<file path="src/rtl/syscall_unit_pkg.sv">
// syscall_unit_pkg: service codes, FSM states, POW10 ROM and ASCII constants shared by the syscall unit
package syscall_unit_pkg;
    localparam logic [31:0] SYS_PRINT_INT  = 32'd1;
    localparam logic [31:0] SYS_PRINT_STR  = 32'd4;
    localparam logic [31:0] SYS_EXIT       = 32'd10;
    localparam logic [31:0] SYS_PRINT_CHAR = 32'd11;
    localparam logic [31:0] SYS_EXIT2      = 32'd17;
    localparam logic [31:0] SYS_PRINT_HEX  = 32'd34;
    localparam logic [7:0] CH_0     = 8'h30;
    localparam logic [7:0] CH_A     = 8'h41;
    localparam logic [7:0] CH_X     = 8'h78;
    localparam logic [7:0] CH_MINUS = 8'h2D;
    typedef enum logic [2:0] {IDLE, DEC, HEX, STR_REQ, STR_WAIT, DRAIN, DONE, HALT} state_t;
    localparam logic [31:0] POW10 [10] = '{
        32'd1000000000, 32'd100000000, 32'd10000000, 32'd1000000, 32'd100000,
        32'd10000, 32'd1000, 32'd100, 32'd10, 32'd1
    };
endpackage

</file>
<file path="src/rtl/syscall_char_fifo.sv">
// syscall_char_fifo: synchronous 8-bit console character FIFO
//   clk, rst          clock, synchronous active-high flush
//   push, din         write request and char (ignored while full)
//   pop               read request (ignored while empty)
//   full, empty, dout status flags and head char
module syscall_char_fifo #(
    parameter int DEPTH = 16
) (
    input  logic       clk,
    input  logic       rst,
    input  logic       push,
    input  logic [7:0] din,
    input  logic       pop,
    output logic       full,
    output logic       empty,
    output logic [7:0] dout
);
    localparam int AW = $clog2(DEPTH);
    logic [7:0] mem [DEPTH];
    logic [AW:0] wp, rp;
    // extra pointer bit distinguishes full from empty when the indices match
    assign empty = wp == rp;
    assign full = (wp[AW] != rp[AW]) && (wp[AW-1:0] == rp[AW-1:0]);
    assign dout = mem[rp[AW-1:0]];
    always_ff @(posedge clk) begin
        if (rst) begin
            wp <= '0;
            rp <= '0;
        end else begin
            if (push && !full) wp <= wp + 1'b1;
            if (pop && !empty) rp <= rp + 1'b1;
        end
    end
    always_ff @(posedge clk)
        if (push && !full) mem[wp[AW-1:0]] <= din;
endmodule

</file>
<file path="src/rtl/syscall_unit.sv">
// syscall_unit: decodes v0/a0 syscalls, stalls the pipeline and streams console chars
//   clk, rst                      clock, synchronous active-high reset
//   sig_syscall, v0, a0           syscall request, service code, argument
//   stall                         freeze pipeline
//   mem_req, mem_addr, mem_ack,
//   mem_rdata                     byte read port for string fetch
//   con_valid, con_data, con_ready console sink handshake
//   halted, exit_code             sticky exit status
// Define SYSCALL_FINISH_EN to print "exit <code>" and $finish on entry to HALT (simulation only).
module syscall_unit
    import syscall_unit_pkg::*;
#(
    parameter int FIFO_DEPTH  = 16,
    parameter int MAX_STR_LEN = 256,
    parameter int ADDR_W      = 32
) (
    input  logic              clk,
    input  logic              rst,
    input  logic              sig_syscall,
    input  logic [31:0]       v0,
    input  logic [31:0]       a0,
    output logic              stall,
    output logic              mem_req,
    output logic [ADDR_W-1:0] mem_addr,
    input  logic              mem_ack,
    input  logic [7:0]        mem_rdata,
    output logic              con_valid,
    output logic [7:0]        con_data,
    input  logic              con_ready,
    output logic              halted,
    output logic [31:0]       exit_code
);
    localparam int CW = $clog2(MAX_STR_LEN + 1);
    state_t state, nxt;
    logic [31:0] rem, pow;
    logic neg, seen, push, full, empty, emit, known, is_char;
    logic [3:0] pidx, digit, hcnt, nib;
    logic [7:0] pdata;
    logic [ADDR_W-1:0] addr;
    logic [CW-1:0] count;
    assign pow = POW10[pidx];
    // leading zeros are dropped until a nonzero digit appears; the units digit always prints
    assign emit = seen | (digit != 4'd0) | (pidx == 4'd9);
    // hcnt 2..9 selects nibbles 7..0
    assign nib = 4'(a0 >> {4'd9 - hcnt, 2'b00});
    assign is_char = v0 == SYS_PRINT_CHAR;
    assign known = is_char | (v0 == SYS_PRINT_INT) | (v0 == SYS_PRINT_STR) | (v0 == SYS_PRINT_HEX)
                 | (v0 == SYS_EXIT) | (v0 == SYS_EXIT2);
    assign stall = (state == HALT)
                 | (sig_syscall & (state != DONE) & !((state == IDLE) & ((is_char & !full) | !known)));
    assign mem_req = state == STR_WAIT;
    assign mem_addr = addr;
    assign con_valid = !empty;
    always_comb begin
        nxt = state;
        push = 1'b0;
        pdata = '0;
        case (state)
            IDLE: if (sig_syscall) begin
                push = is_char;
                pdata = a0[7:0];
                nxt = (v0 == SYS_PRINT_INT) ? DEC
                    : (v0 == SYS_PRINT_HEX) ? HEX
                    : (v0 == SYS_PRINT_STR) ? STR_REQ
                    : (v0 == SYS_EXIT || v0 == SYS_EXIT2) ? DRAIN : IDLE;
            end
            DEC: if (neg) begin
                push = 1'b1;
                pdata = CH_MINUS;
            end else if (rem < pow) begin
                push = emit;
                pdata = CH_0 + {4'd0, digit};
                if (pidx == 4'd9 && !full) nxt = DONE;
            end
            HEX: begin
                push = 1'b1;
                pdata = (hcnt == 4'd0) ? CH_0 : (hcnt == 4'd1) ? CH_X
                      : (nib < 4'd10) ? CH_0 + {4'd0, nib} : CH_A - 8'd10 + {4'd0, nib};
                if (hcnt == 4'd9 && !full) nxt = DONE;
            end
            STR_REQ: if (!full) nxt = STR_WAIT;
            STR_WAIT: if (mem_ack) begin
                push = mem_rdata != 8'd0;
                pdata = mem_rdata;
                nxt = (mem_rdata == 8'd0 || count == CW'(MAX_STR_LEN - 1)) ? DONE : STR_REQ;
            end
            DRAIN: if (empty) nxt = HALT;
            DONE: nxt = IDLE;
            default: nxt = state;
        endcase
    end
    always_ff @(posedge clk)
        state <= rst ? IDLE : nxt;
    always_ff @(posedge clk) begin
        if (rst) begin
            rem <= '0;
            neg <= 1'b0;
            seen <= 1'b0;
            pidx <= '0;
            digit <= '0;
            hcnt <= '0;
            addr <= '0;
            count <= '0;
            exit_code <= '0;
            halted <= 1'b0;
        end else begin
            if (state == IDLE) begin
                rem <= a0[31] ? -a0 : a0;
                neg <= a0[31];
                seen <= 1'b0;
                pidx <= '0;
                digit <= '0;
                hcnt <= '0;
                count <= '0;
                if (sig_syscall && v0 == SYS_PRINT_STR) addr <= ADDR_W'(a0);
            end
            if (state == DEC) begin
                if (neg) neg <= full;
                else if (rem >= pow) begin
                    rem <= rem - pow;
                    digit <= digit + 4'd1;
                end else if (!emit || !full) begin
                    pidx <= pidx + 4'd1;
                    digit <= '0;
                    seen <= seen | emit;
                end
            end
            if (state == HEX && !full) hcnt <= hcnt + 4'd1;
            if (state == STR_WAIT && mem_ack && mem_rdata != 8'd0) begin
                addr <= addr + ADDR_W'(1);
                count <= count + CW'(1);
            end
            if (state == DRAIN && empty) begin
                exit_code <= (v0 == SYS_EXIT) ? '0 : a0;
                halted <= 1'b1;
            end
        end
    end
    syscall_char_fifo #(.DEPTH(FIFO_DEPTH)) u_fifo (
        .clk  (clk),
        .rst  (rst),
        .push (push),
        .din  (pdata),
        .pop  (con_ready),
        .full (full),
        .empty(empty),
        .dout (con_data)
    );
`ifdef SYSCALL_FINISH_EN
    always @(posedge clk)
        if (!rst && state == DRAIN && nxt == HALT) begin
            $display("exit %0d", (v0 == SYS_EXIT) ? 32'd0 : a0);
            $finish;
        end
`else
`endif
endmodule

</file>
<file path="config.mk">
export PLATFORM = sky130hd
export DESIGN_NAME = syscall_unit
export DESIGN_NICKNAME = d
export VERILOG_FILES = /design/src/rtl/syscall_unit_pkg.sv /design/src/rtl/syscall_char_fifo.sv /design/src/rtl/syscall_unit.sv
export SDC_FILE = /design/constraint.sdc
export NUM_CORES = 1
export LEC_CHECK = 0
export BUFFER_PORTS_ARGS = -buffer_cell sky130_fd_sc_hd__buf_4
export CAP_MARGIN = 10
export CORE_ASPECT_RATIO = 0.8
export CORE_MARGIN = 1.5
export CORE_UTILIZATION = 45
export CTS_CLUSTER_SIZE = 12
export DETAILED_ROUTE_END_ITERATION = 10
export GPL_ROUTABILITY_DRIVEN = 0
export PLACE_DENSITY = 0.74
export SLEW_MARGIN = 15
export SYNTH_ARGS = -nofsm -noshare
export SYNTH_HDL_FRONTEND = slang
export SYNTH_SLANG_ARGS = --single-unit
</file>
<file path="constraint.sdc">
create_clock -name clk -period 4.15 [get_ports clk]
set_clock_uncertainty 0.1 [all_clocks]
set_input_delay 0.2075 -clock clk [delete_from_list [all_inputs] [get_ports clk]]
set_output_delay 0.2075 -clock clk [all_outputs]
set_load 0.02 [all_outputs]
</file>
# Word-level counts from Yosys, hierarchy flattened
# Memory sizes are Yosys's and may differ from the RTL's. A register that Yosys moved wholly into a read port is not among the register bits.
# Index checks and enable logic that the tools add are counted.
dict set report totals {
  romBits 512
  n_memories 2
  wordCells 170
  input_bits 77
  register_bits 133
  mem_bits_rw 128
  latchBits 0
  output_inout_bits 76
}
# memory depth word_bits rd rd_clocked_by_memory_dff wr line_no
set memory_table {}
lappend memory_table {{(name not given)} 16 32 1 0 0 syscall_unit.sv:41} ;# assign pow = POW10[pidx];
lappend memory_table {u_fifo.mem 16 8 1 1 1 syscall_char_fifo.sv:19} ;# logic [7:0] mem [DEPTH];
dict set report classes {
  n_mux 64
  bitwise 15
  eq_ne 29
  n_addsub 13
  magnitude_cmp 4
  mul 0
  div 0
  shift 1
  reduce_logical 29
}
# op count
set op_table {}
lappend op_table {{$mux 32} 11}
lappend op_table {{$eq 32x4->1 const B} 2}
lappend op_table {{$mux 4} 14}
lappend op_table {{$mux 3} 13}
lappend op_table {{$mux 7} 5}
lappend op_table {{$add 32x1->32 const B} 1}
lappend op_table {{$eq 32x1->1 const B} 1}
lappend op_table {{$eq 32x3->1 const B} 1}
lappend op_table {{$eq 32x5->1 const B} 1}
lappend op_table {{$eq 32x6->1 const B} 1}
lappend op_table {{$ge 32x32->1} 1}
lappend op_table {{$lt 32x32->1} 1}
lappend op_table {{$neg 32->32} 1}
lappend op_table {{$pmux 8 s4} 1}
lappend op_table {{$shr 32x6->4} 1}
lappend op_table {{$sub 32x32->32} 1}
lappend op_table {{$add 6x4->7 const A} 3}
lappend op_table {{$pmux 3 s7} 1}
lappend op_table {{$mux 9} 2}
lappend op_table {{$mux 8} 2}
lappend op_table {{$mux 1} 14}
lappend op_table {{$ne 2x2->1 const B} 7}
lappend op_table {{$add 4x1->4 const B} 3}
lappend op_table {{$eq 3x3->1 const B} 4}
lappend op_table {{other kinds (31)} 63}

# Logic depth before layout (Yosys ltp)
dict set report depth {
  word_depth 12
  mapped_depth 16
  ltp_nobuf 14
}

# Modules after synthesis
# Synthesis repeated with hierarchy kept, for this count alone.
dict set report hier_totals {
  cells_unflattened 1510
  hier_area_um2 15045.7
}
# module cells_per_inst area_per_inst_um2 seq_area_each_um2 n_inst
set by_module_without_submodules {}
lappend by_module_without_submodules {syscall_unit 1231 9207.6 2462.4 1}
lappend by_module_without_submodules {syscall_char_fifo 279 5838.1 4124.0 1}

# Least setup slack after synthesis
# No wires, ideal clock.
dict set report synth_path {
  path_kind {register to register}
  start {register pidx[2]}
  end {memory u_fifo.mem[0][0], enable pin}
  slack_ns 0.195
  setup_time_ns 0.332
  arrival_ns 3.524
  path_stages_with_launch 15
  n_path_buf 3
  cell_sequence {dfxtp_1 clkbuf_1 buf_1 nor2_1 nand2_1 ha_1 a21o_1 a21o_1 a21oi_1 and3_2 nand2_2 o41a_1 nor2_1 clkbuf_1 and3_1}
}
dict set report synth_between {
  elab_chain_cells 11
  word_cells_on_any_way 13
}
# element line_no
set synth_rtl {}
lappend synth_rtl {{start: declaration} syscall_unit.sv:37} ;# logic [3:0] pidx, digit, hcnt, nib;
lappend synth_rtl {{start signal: assignment} syscall_unit.sv:123} ;# pidx <= pidx + 4'd1;
lappend synth_rtl {{$not 4->5 (not written as such)} syscall_unit.sv:41}
lappend synth_rtl {{$mem_v2 16x32} --}
lappend synth_rtl {{$mux 32 (not written as such) (2 in series)} syscall_unit.sv:41}
lappend synth_rtl {{$lt 32x32->1} syscall_unit.sv:70} ;# end else if (rem < pow) begin
lappend synth_rtl {{$mux 1 (*)} syscall_unit.sv:70}
lappend synth_rtl {{$mux 1 (*)} syscall_unit.sv:67} ;# DEC: if (neg) begin
lappend synth_rtl {{$pmux 1 s4 (*)} syscall_unit.sv:58} ;# case (state)
lappend synth_rtl {{$logic_and 1x1->1 (*)} syscall_char_fifo.sv:35} ;# if (push && !full) mem[wp[AW-1:0]] <= din;
lappend synth_rtl {{$mux 1 (*)} syscall_char_fifo.sv:35}
lappend synth_rtl {{$mux 1 (not written as such) (*)} syscall_char_fifo.sv:35}
lappend synth_rtl {{end: declaration} syscall_char_fifo.sv:19}
# Mark *: on every way between the ends. The rest lies on a longest branch, timed or not. The select of a mux whose other input is x is not followed.

# Worst setup path after layout
dict set report layout_path {
  start {register pidx[2]}
  end {memory u_fifo.mem[15][6], enable pin}
}
# Same word-level chain as after synthesis.

==> impl_metrics.ini <==
[outcome]
status = finished clean

[drt]
drt-total-wl_mm = 45.4
drt_first_pass_iters = 8
routedWlPerCell_um = 21.7
antenna_left = 0
remaining_drc_errors = 0
vias = 13400
drtIter0Drc = 1386
vias_per_cell = 6.37

[setup_path]
rrSetupSlack_ns = 0.15
crit_path_frequent_cell = buf_4
cp_slowest_cell = dfxtp_1
critPathArrivalTime_ns = 4.15
worstReg2RegEnd = u_fifo.mem[15][6]$_DFFE_PP_
cpPeakStageDelay_ns = 0.62
crit_fanout = 15
rr_worst_depth = 13
crit_chain = nor2b_1 -> nand2b_1 -> ha_1 -> a21oi_1 -> nor2_1 -> a211o_2 -> o21ai_2 -> a21oi_1 -> buf_4 -> o41ai_1 -> buf_4 -> and4_1 -> buf_4
worst_setup_path_end_kind = flip-flop
start_kind = flip-flop
cp.required_ns = 4.30
critical_path_class = flip-flop to flip-flop
critPathCapture = u_fifo.mem[15][6]$_DFFE_PP_
rr_startpoint = pidx[2]$_SDFF_PP0_
critical_path.startpoint = pidx[2]$_SDFF_PP0_

[global_route]
top_usage_layer = met1
grt_max_degree = 86
grtUsageMet1 = 0.387
grt_pass1_vias = 12100
gr-usage-met3 = 0.0554
grtUsageMet2 = 0.381
grt_overflow = 0
grt_usage = 0.263
antenna_found_initial = 0
grt_pass1_wl_mm = 69.2

[cells_and_area]
syn_to_final_growth_pct = 19.6
fill_cells = 2716
final_cells = 2098
fin_area_um2 = 17600
drive_gt1_frac = 0.198
n_antenna_cell = 0
layout_commonest_cell = buf_4
final_nets = 1784
post-route-util = 0.545
layout_common_cells = buf_4, nor2_1, dfxtp_1

[power_and_ir_drop]
p_per_area_nw_per_um2 = 569
peakVddDrop_uv = 469
power.leakage_nw = 6.49
power_frac_comb = 0.404
switching_power_mw = 3.76
swShare = 0.375
power_frac_seq = 0.343
clkPwrFrac = 0.253
intPower_mw = 6.27

[synthesis]
syn_area_um2 = 14800
synthCells = 1483
async_flop_share = 0
synth_seq_area_share = 0.446
ys_dominant_reg_cell = dfxtp_1
synth_nets = 1616
synth.area.top_cells = edfxtp_1, dfxtp_1, mux4_2
synth.avg_cell_area_um2 = 9.95
yosysTopAreaCell = edfxtp_1
synth_seq_cells = 265
synth_edf_count = 128
yosys_warnings = 0
synth_cell_type_count = 87
yosys.area.top_type_share = 0.260

[place]
dp_hpwl_mm = 31.3
placed_area_um2 = 16400
io_buffers = 152
dpl_worst_slack_ns = 0.0456
dpl.cell_count = 2017

[clock_tree]
ctsHtreeMaxLevel = 1
post_cts_buffers = 0
cts_tree = yes
clk_pin_slew_ns = 0.06
cts_made_buffers = 28
cts_root_buffer = clkbuf_16
clockBufferDepth = 3
cts_sinks = 265
clk_latency_ns = 0.55

[floorplan]
io_pins = 153
die_w_um = 205
die_h_um = 165
rows = 59
initial_utilization = 0.455
die_area_um2 = 33900
fp.coreArea_um2 = 32400

[hold_path]
hold_class = input port to flip-flop

[sta]
clock.fmax_mhz = 250
setup_viol_count_final = 0
setup_ws_ns = 0.150
timing.final.crit_share = 0.964
worstMarginPinSlew_ns = 1.06
setup-tns-final_ns = 0
hold_viol = 0
rsz0062_at_grt = false
slew_headroom = 0.291
slew_violations = 0
min_period_ns = 4.00

[job]
maxCapViolCount = 0
-- logic make-up after synthesis --
| group | after synthesis | share of synthesized area |
|---|---|---|
| AND/OR/NAND/NOR | 532 | 0.178 |
| AO/OA/AOI/OAI | 396 | 0.180 |
| adder cells (fa/ha/maj) | 56 | 0.0480 |
| buffers and inverters | 120 | 0.0337 |
| XOR/XNOR | 53 | 0.0315 |
| multiplexers | 61 | 0.0827 |
| flip-flops | 265 | 0.446 |
-- synth_stat cells (all sizes together) (35+ instances only) --
master / instances
nor2: 141
dfxtp: 137
nand2: 135
edfxtp: 128
a21oi: 99
clkbuf: 73
o21ai: 72
ha: 55
mux4: 48
nand3: 44
a22oi: 40
and3: 39
nor3: 35
-- power by group through the flow --
stage	clock network, mW	logic [mW]	registers, mW
after global placement	0	3.83	3.48
after CTS	2.55	3.96	3.44
after global routing	2.66	4.39	3.47
after detailed placement	0	3.91	3.49
final	2.54	4.05	3.45
after floorplan	0	2.78	3.37
-- through the flow --
step	hold slack [ns]	total power, mW
after floorplan	0.244	6.15
after global placement	0.332	7.31
after detailed placement	0.341	7.40
after CTS	0.0469	9.95
after global routing	0.0930	10.5
final	0.0611	10.0
-- state kept, by name, summed over array words and instances (netlist names), named ones only --
| register | flops |
|---|---|
| u_fifo.rp | 5 |
| hcnt | 4 |
| u_fifo.mem | 128 |
| exit_code | 32 |
| neg | 1 |
| digit | 4 |
| pidx | 4 |
| u_fifo.wp | 5 |
| rem | 32 |
| mem_addr | 32 |
| count | 9 |
| state | 3 |
| seen | 1 |
| halted | 1 |
-- metal layers --
layer | share of wire | up-vias
met2 | 0.42 | 838
met1 | 0.43 | 6408
li1 | - | 6000
met4 | 0.033 | 0
met3 | 0.12 | 114
met5 | 0 | -
-- cell type report --
cell class,count,area (um^2),area share
inverter,31,116,0.00659
clock inverter,8,114,0.00645
clock buffer,42,795,0.0450
timing repair buffer,227,1790,0.102
sequential,265,6590,0.373
multi-input combinational,1098,7710,0.437
tap,427,534,0.0303
-- worst max-delay path, delay by kind of cell (launching register included) --
kind | cells | cell delay [ns]
compound gates | 5 | 1.31
fa+ha+maj | 1 | 0.34
flops | 1 | 0.62
buf+inv | 3 | 0.57
simple gates | 4 | 0.78
-- worst min path at each step --
stage,start,end,slack [ns],cells past startpoint
after floorplan,a0[14],mem_addr[14]$_SDFFE_PP0P_,0.24,2
after global placement,halted$_SDFFE_PP0P_,halted$_SDFFE_PP0P_,0.33,2
after detailed placement,halted$_SDFFE_PP0P_,halted$_SDFFE_PP0P_,0.34,2
after CTS,mem_ack,state[2]$_SDFFE_PP0P_,0.05,4
after global routing,rst,count[8]$_SDFFE_PP0P_,0.09,2
final,rst,flip-flop,0.06,2
-- repair_timing --
item                                   in CTS  in global routing
setup endpoints to repair                   0                136
endpoints found under the hold margin      62                  0
resized for setup                           0                 11
hold buffers                               31                  0
Note: power is estimated with default switching activity, not from simulation.
